<file path="src/rtl/lsu_pkg.sv">
// Shared definitions for the load/store unit: funct3 encodings, FSM states
// and request legality helper.
package lsu_pkg;

  localparam int unsigned XLEN = 32;

  localparam logic [2:0] F3_B  = 3'b000;
  localparam logic [2:0] F3_H  = 3'b001;
  localparam logic [2:0] F3_W  = 3'b010;
  localparam logic [2:0] F3_BU = 3'b100;
  localparam logic [2:0] F3_HU = 3'b101;

  typedef enum logic [1:0] {
    IDLE = 2'd0,
    RD   = 2'd1,
    WR   = 2'd2,
    RESP = 2'd3
  } lsu_state_t;

  // Stores have no unsigned variants, so only B/H/W are legal for them.
  function automatic logic f3_legal(input logic we, input logic [2:0] f3);
    logic ok;
    ok = 1'b0;
    case (f3)
      F3_B, F3_H, F3_W: ok = 1'b1;
      F3_BU, F3_HU:     ok = !we;
      default:          ok = 1'b0;
    endcase
    return ok;
  endfunction

endpackage

</file>
<file path="src/rtl/lsu_lane_align.sv">
// Byte/halfword lane handling: extracts and extends load data, and merges
// store data into an existing word for read-modify-write.
module lsu_lane_align
  import lsu_pkg::*;
(
  input  logic [2:0]      i_funct3,
  input  logic [1:0]      i_addr_lo,
  input  logic [XLEN-1:0] i_rdata,
  input  logic [XLEN-1:0] i_wdata,
  output logic [XLEN-1:0] o_load_data,
  output logic [XLEN-1:0] o_store_word
);

  logic [7:0]  w_byte;
  logic [15:0] w_half;

  assign w_half = i_addr_lo[1] ? i_rdata[31:16] : i_rdata[15:0];

  always_comb begin
    w_byte = i_rdata[7:0];
    case (i_addr_lo)
      2'd0: w_byte = i_rdata[7:0];
      2'd1: w_byte = i_rdata[15:8];
      2'd2: w_byte = i_rdata[23:16];
      2'd3: w_byte = i_rdata[31:24];
      default: w_byte = i_rdata[7:0];
    endcase
  end

  always_comb begin
    o_load_data = '0;
    case (i_funct3)
      F3_B:    o_load_data = {{24{w_byte[7]}}, w_byte};
      F3_BU:   o_load_data = {24'h0, w_byte};
      F3_H:    o_load_data = {{16{w_half[15]}}, w_half};
      F3_HU:   o_load_data = {16'h0, w_half};
      F3_W:    o_load_data = i_rdata;
      default: o_load_data = '0;
    endcase
  end

  always_comb begin
    o_store_word = i_rdata;
    case (i_funct3[1:0])
      2'b00: begin
        case (i_addr_lo)
          2'd0: o_store_word[7:0]   = i_wdata[7:0];
          2'd1: o_store_word[15:8]  = i_wdata[7:0];
          2'd2: o_store_word[23:16] = i_wdata[7:0];
          2'd3: o_store_word[31:24] = i_wdata[7:0];
          default: o_store_word = i_rdata;
        endcase
      end
      2'b01: begin
        if (i_addr_lo[1]) o_store_word[31:16] = i_wdata[15:0];
        else              o_store_word[15:0]  = i_wdata[15:0];
      end
      default: o_store_word = i_wdata;
    endcase
  end

endmodule

</file>
<file path="src/rtl/load_store_unit.sv">
// Data-memory initiator: one load/store at a time, word-indexed memory port,
// sub-word stores done as read-modify-write.
module load_store_unit
  import lsu_pkg::*;
#(
  parameter int unsigned MEM_WORDS = 1024,
  parameter int unsigned WIDX_W    = $clog2(MEM_WORDS)
) (
  input  logic        clk,
  input  logic        reset,
  input  logic        req_valid,
  output logic        req_ready,
  input  logic        req_we,
  input  logic [2:0]  req_funct3,
  input  logic [31:0] req_addr,
  input  logic [31:0] req_wdata,
  output logic        resp_valid,
  output logic [31:0] resp_rdata,
  output logic        resp_err,
  output logic [31:0] mem_addr,
  output logic [31:0] mem_wdata,
  output logic        mem_read,
  output logic        mem_write,
  input  logic [31:0] mem_rdata
);

  lsu_state_t        r_state;
  logic              r_req_ready;
  logic              r_we;
  logic [2:0]        r_funct3;
  logic [1:0]        r_addr_lo;
  logic [XLEN-1:0]   r_wdata;
  logic              r_resp_valid;
  logic [XLEN-1:0]   r_resp_rdata;
  logic              r_resp_err;
  logic [XLEN-1:0]   r_mem_addr;
  logic [XLEN-1:0]   r_mem_wdata;
  logic              r_mem_read;
  logic              r_mem_write;

  logic              w_misaligned;
  logic              w_range_err;
  logic              w_err;
  logic [XLEN-1:0]   w_widx;
  logic [XLEN-1:0]   w_load_data;
  logic [XLEN-1:0]   w_store_word;

  assign w_misaligned = ((req_funct3[1:0] == 2'b01) && req_addr[0]) ||
                        ((req_funct3[1:0] == 2'b10) && (req_addr[1:0] != 2'b00));
  assign w_range_err  = |(req_addr >> (WIDX_W + 2));
  assign w_err        = !f3_legal(req_we, req_funct3) || w_misaligned || w_range_err;
  assign w_widx       = XLEN'(req_addr[WIDX_W+1:2]);

  lsu_lane_align u_lane_align (
    .i_funct3    (r_funct3),
    .i_addr_lo   (r_addr_lo),
    .i_rdata     (mem_rdata),
    .i_wdata     (r_wdata),
    .o_load_data (w_load_data),
    .o_store_word(w_store_word)
  );

  always_ff @(posedge clk) begin
    if (reset) begin
      r_state      <= IDLE;
      r_req_ready  <= 1'b1;
      r_we         <= 1'b0;
      r_funct3     <= '0;
      r_addr_lo    <= '0;
      r_wdata      <= '0;
      r_resp_valid <= 1'b0;
      r_resp_rdata <= '0;
      r_resp_err   <= 1'b0;
      r_mem_addr   <= '0;
      r_mem_wdata  <= '0;
      r_mem_read   <= 1'b0;
      r_mem_write  <= 1'b0;
    end else begin
      case (r_state)
        IDLE: begin
          if (req_valid) begin
            r_req_ready <= 1'b0;
            r_we        <= req_we;
            r_funct3    <= req_funct3;
            r_addr_lo   <= req_addr[1:0];
            r_wdata     <= req_wdata;
            if (w_err) begin
              r_state      <= RESP;
              r_resp_valid <= 1'b1;
              r_resp_err   <= 1'b1;
              r_resp_rdata <= '0;
            end else if (req_we && (req_funct3 == F3_W)) begin
              r_state     <= WR;
              r_mem_addr  <= w_widx;
              r_mem_wdata <= req_wdata;
              r_mem_write <= 1'b1;
            end else begin
              r_state    <= RD;
              r_mem_addr <= w_widx;
              r_mem_read <= 1'b1;
            end
          end
        end
        RD: begin
          r_mem_read <= 1'b0;
          // Sub-word stores merge into the word being read this cycle.
          if (r_we) begin
            r_state     <= WR;
            r_mem_wdata <= w_store_word;
            r_mem_write <= 1'b1;
          end else begin
            r_state      <= RESP;
            r_mem_addr   <= '0;
            r_resp_valid <= 1'b1;
            r_resp_err   <= 1'b0;
            r_resp_rdata <= w_load_data;
          end
        end
        WR: begin
          r_state      <= RESP;
          r_mem_write  <= 1'b0;
          r_mem_addr   <= '0;
          r_resp_valid <= 1'b1;
          r_resp_err   <= 1'b0;
          r_resp_rdata <= '0;
        end
        RESP: begin
          r_state      <= IDLE;
          r_req_ready  <= 1'b1;
          r_resp_valid <= 1'b0;
          r_resp_err   <= 1'b0;
          r_resp_rdata <= '0;
        end
        default: begin
          r_state     <= IDLE;
          r_req_ready <= 1'b1;
        end
      endcase
    end
  end

  assign req_ready  = r_req_ready;
  assign resp_valid = r_resp_valid;
  assign resp_rdata = r_resp_rdata;
  assign resp_err   = r_resp_err;
  assign mem_addr   = r_mem_addr;
  assign mem_wdata  = r_mem_wdata;
  // Strobes are masked by reset so an abandoned access never touches memory.
  assign mem_read   = r_mem_read & ~reset;
  assign mem_write  = r_mem_write & ~reset;

endmodule

</file>
<file path="config.mk">
export PLATFORM = sky130hd
export DESIGN_NAME = load_store_unit
export DESIGN_NICKNAME = d
export VERILOG_FILES = /design/src/rtl/lsu_pkg.sv /design/src/rtl/lsu_lane_align.sv /design/src/rtl/load_store_unit.sv
export SDC_FILE = /design/constraint.sdc
export NUM_CORES = 1
export LEC_CHECK = 0
export BUFFER_PORTS_ARGS = -buffer_cell sky130_fd_sc_hd__buf_2
export CAP_MARGIN = 15
export CORE_MARGIN = 2
export CORE_UTILIZATION = 32
export CTS_CLUSTER_DIAMETER = 40
export DETAILED_ROUTE_END_ITERATION = 8
export GPL_ROUTABILITY_DRIVEN = 1
export GPL_TIMING_DRIVEN = 0
export HOLD_SLACK_MARGIN = 0.02
export PLACE_DENSITY = 0.63
export SYNTH_ARGS = -nofsm -noshare
export SYNTH_HDL_FRONTEND = slang
export SYNTH_SLANG_ARGS = --single-unit
</file>
<file path="constraint.sdc">
create_clock -name clk -period 5.8 [get_ports clk]
set_input_delay 1.16 -clock clk [delete_from_list [all_inputs] [get_ports clk]]
set_output_delay 1.16 -clock clk [all_outputs]
set_load 0.005 [all_outputs]
</file>
==> flow_summary.yaml <==
finish:
  nNetsFinal: 1091
  syn2layout_area_growth_pct: 30.2
  antenna-diode-count: 0
  drive_above_1_share: 0.275
run_status:
  status: "finished, final reports clean"
sta:
  hold_slack_ns: 0.448
  drv_slew: 0
  finalSetupTns_ns: 0
  skew_ns: 0.00937
  rsz0062_at_grt: "false"
  clock.fmax_ghz: 0.311
  period_share: 0.555
  setup_violations: 0
  fin_crit_ns: 3.22
  worst_pin_slew_ns: 1.25
  hold_viol_final: 0
  slew_headroom: 0.167
cts:
  cts.path.max_buffers: 2
  cts.sinks: 119
  clk_latency_ns: 0.43
  cts_root_buf: "clkbuf_16"
  post_cts_resized: 0
  numCtsBuffers: 17
  cts_setup_buffers: 0
  cts_hold_buf: 0
  clkTransAtPathRegs_ns: 0.05
  cts_tree: "yes"
  htree_levels: 4
worst_setup_path:
  start_kind: "input pin"
  worstPathRequired_ns: 4.64
  cp_max_fo: 10
  cp.arrival_ns: 2.06
  r2r-start: "r_state[1]"
  path_class: "input pin to primary output"
  r2r_setup_slack_ns: 3.24
  endpoint: "mem_read"
  cp-end-kind: "primary output"
  worstSetupStartpoint: "reset"
  r2r_end: "mem_wdata[14]"
  r2r_cells: 9
floorplanning:
  die_y_um: 142
  die_width_um: 142
  initial_core_util: 0.326
  io_pins: 204
  core_um2: 18700
  fp-row-count: 50
  die_area_um2: 20200
routing:
  dr.pass1.iters: 6
  via_per_inst: 5.18
  wl_per_cell_um: 18.4
  drt_iter0_drc: 590
  ant_nets: 0
  routed_wl_um: 22600
  vias: 6369
  drc: 0
logic_synthesis:
  synth.area.top_cells: "dfxtp_1, nand2_1, a21oi_1, mux2i_1, o2bb2ai_1"
  synth_fa_ha_area_frac: 0.00820
  yosysTopAreaCell: "dfxtp_1"
  synth_top_family_by_area: "compound AO/OA/AOI/OAI gates"
  ys_top_cells_by_count: "nand2_1, dfxtp_1, a21oi_1"
  syn_area_per_cell_um2: 7.99
  synth_mux_area_frac: 0.0820
  syn_area_um2: 6110
  synth_edf_count: 0
  synthFlopType: "dfxtp_1"
  async_reset_ff_frac: 0
  synth_compound_area_frac: 0.247
  yosysTopAreaCellShare: 0.390
  synth-simple-area-share: 0.194
  ys_seq_area_frac: 0.390
  synthCells: 764
  synthXorXnorAreaFrac: 0.00143
  synth_cell_type_count: 59
  yosysMostFrequentCell: "nand2_1"
  ys_ff_latch: 119
  yosysWarnings: 0
hold_path:
  min_path_type: "flop to flop"
grt:
  grt_pass1_wl_um: 33900
  grt_pass1_vias: 5839
  grt-ovfl-total: 0
  grt_max_degree: 17
  grtUsageTotal: 0.223
  grt_antenna_before_repair: 0
job:
  drv_cap: 0
place:
  port_buffers: 180
  place.gp.congestion: 0.999
  hpwl_um: 17500
pwr:
  p_total_mw: 3.48
  power.density_nw_per_um2: 438
  peakVddDrop_uv: 236
  cellLeakagePower_nw: 3.44
==> layout make-up <==
cell class | count | area (um^2)
repair buffers | 180 | 901
inverters | 14 | 52.6
plain buffers | 78 | 420
multi-input cells | 574 | 3330
flip-flops and latches | 119 | 2380
clock inverters | 11 | 133
well taps | 234 | 293
clock buffers | 20 | 437
fillers | 1998 | 10800
==> logic make-up after synthesis <==
family / Yosys count
AO/OA/AOI/OAI: 229
XOR/XNOR: 1
adder cells (fa/ha/maj): 4
buffers and inverters: 92
flip-flops: 119
multiplexers: 47
other: 1
AND/OR/NAND/NOR: 271
==> placed cells by master (no fill, tap or decap), drive strengths merged, types with 3 or more instances in the layout <==
| master | instances |
|---|---|
| nor2b | 13 |
| ha | 4 |
| nand3 | 8 |
| a21oi | 97 |
| buf | 216 |
| nand2b | 4 |
| o211ai | 16 |
| inv | 13 |
| nand4 | 3 |
| o21ai | 26 |
| a22oi | 9 |
| a211oi | 12 |
| a31oi | 8 |
| nor3 | 3 |
| a221o | 3 |
| o2bb2ai | 25 |
| a221oi | 15 |
| clkinv | 8 |
| bufinv | 3 |
| nand2 | 180 |
| nor2 | 40 |
| and2 | 3 |
| mux2i | 32 |
| clkbuf | 62 |
| mux2 | 14 |
| conb | 22 |
| a22o | 10 |
| dfxtp | 119 |
| nor4 | 5 |
==> worst min path at each step <==
stage                       start       endpoint  slack [ns]  cells past startpoint
finish              mem_wdata[15]  mem_wdata[15]        0.45                      2
floorplan             r_wdata[16]    r_wdata[16]        0.44                      2
global route        mem_wdata[15]  mem_wdata[15]        0.47                      2
CTS                 resp_rdata[5]  resp_rdata[5]        0.45                      2
global placement    resp_rdata[6]  resp_rdata[6]        0.44                      2
detailed placement  resp_rdata[5]  resp_rdata[5]        0.44                      2
==> state kept, by name (all words and copies together), names as in the netlist <==
signal       flops
r_mem_write      1
r_mem_read       1
resp_rdata      32
req_ready        1
mem_wdata       32
r_addr_lo        2
r_funct3         3
mem_addr        10
r_we             1
resp_valid       1
r_state          2
resp_err         1
r_wdata         32
==> metal layers <==
| layer | vias up | share of wire | track usage |
|---|---|---|---|
| met5 | - | 0 | 0 |
| met4 | 0 | 0.035 | 0.108 |
| met3 | 49 | 0.084 | 0.0488 |
| met2 | 303 | 0.44 | 0.339 |
| met1 | 2925 | 0.44 | 0.299 |
| li1 | 3092 | - | - |
==> power by group <==
part / internal, mW / switching (mW)
Combinational: 0.489 / 0.859
Sequential: 0.981 / 0.109
Clock: 0.665 / 0.377
Total: 2.13 / 1.35
==> through the flow <==
stage	utilization	setup slack, ns	cells	area (um^2)
2_1_floorplan	-	2.86	785	6190
3_3_place_gp	0.395	2.45	1199	7380
3_5_place_dp	0.395	2.41	1199	7380
4_1_cts	0.425	2.63	1230	7950
5_1_grt	0.425	2.53	1230	7950
6_report	0.425	2.58	1230	7950
==> critical path: stages <==
cell and delay [ns]:
clkbuf_8 0.16, clkbuf_1 0.44, nor2b_1 0.13, buf_2 0.16
(Power assumes the default switching activity.)
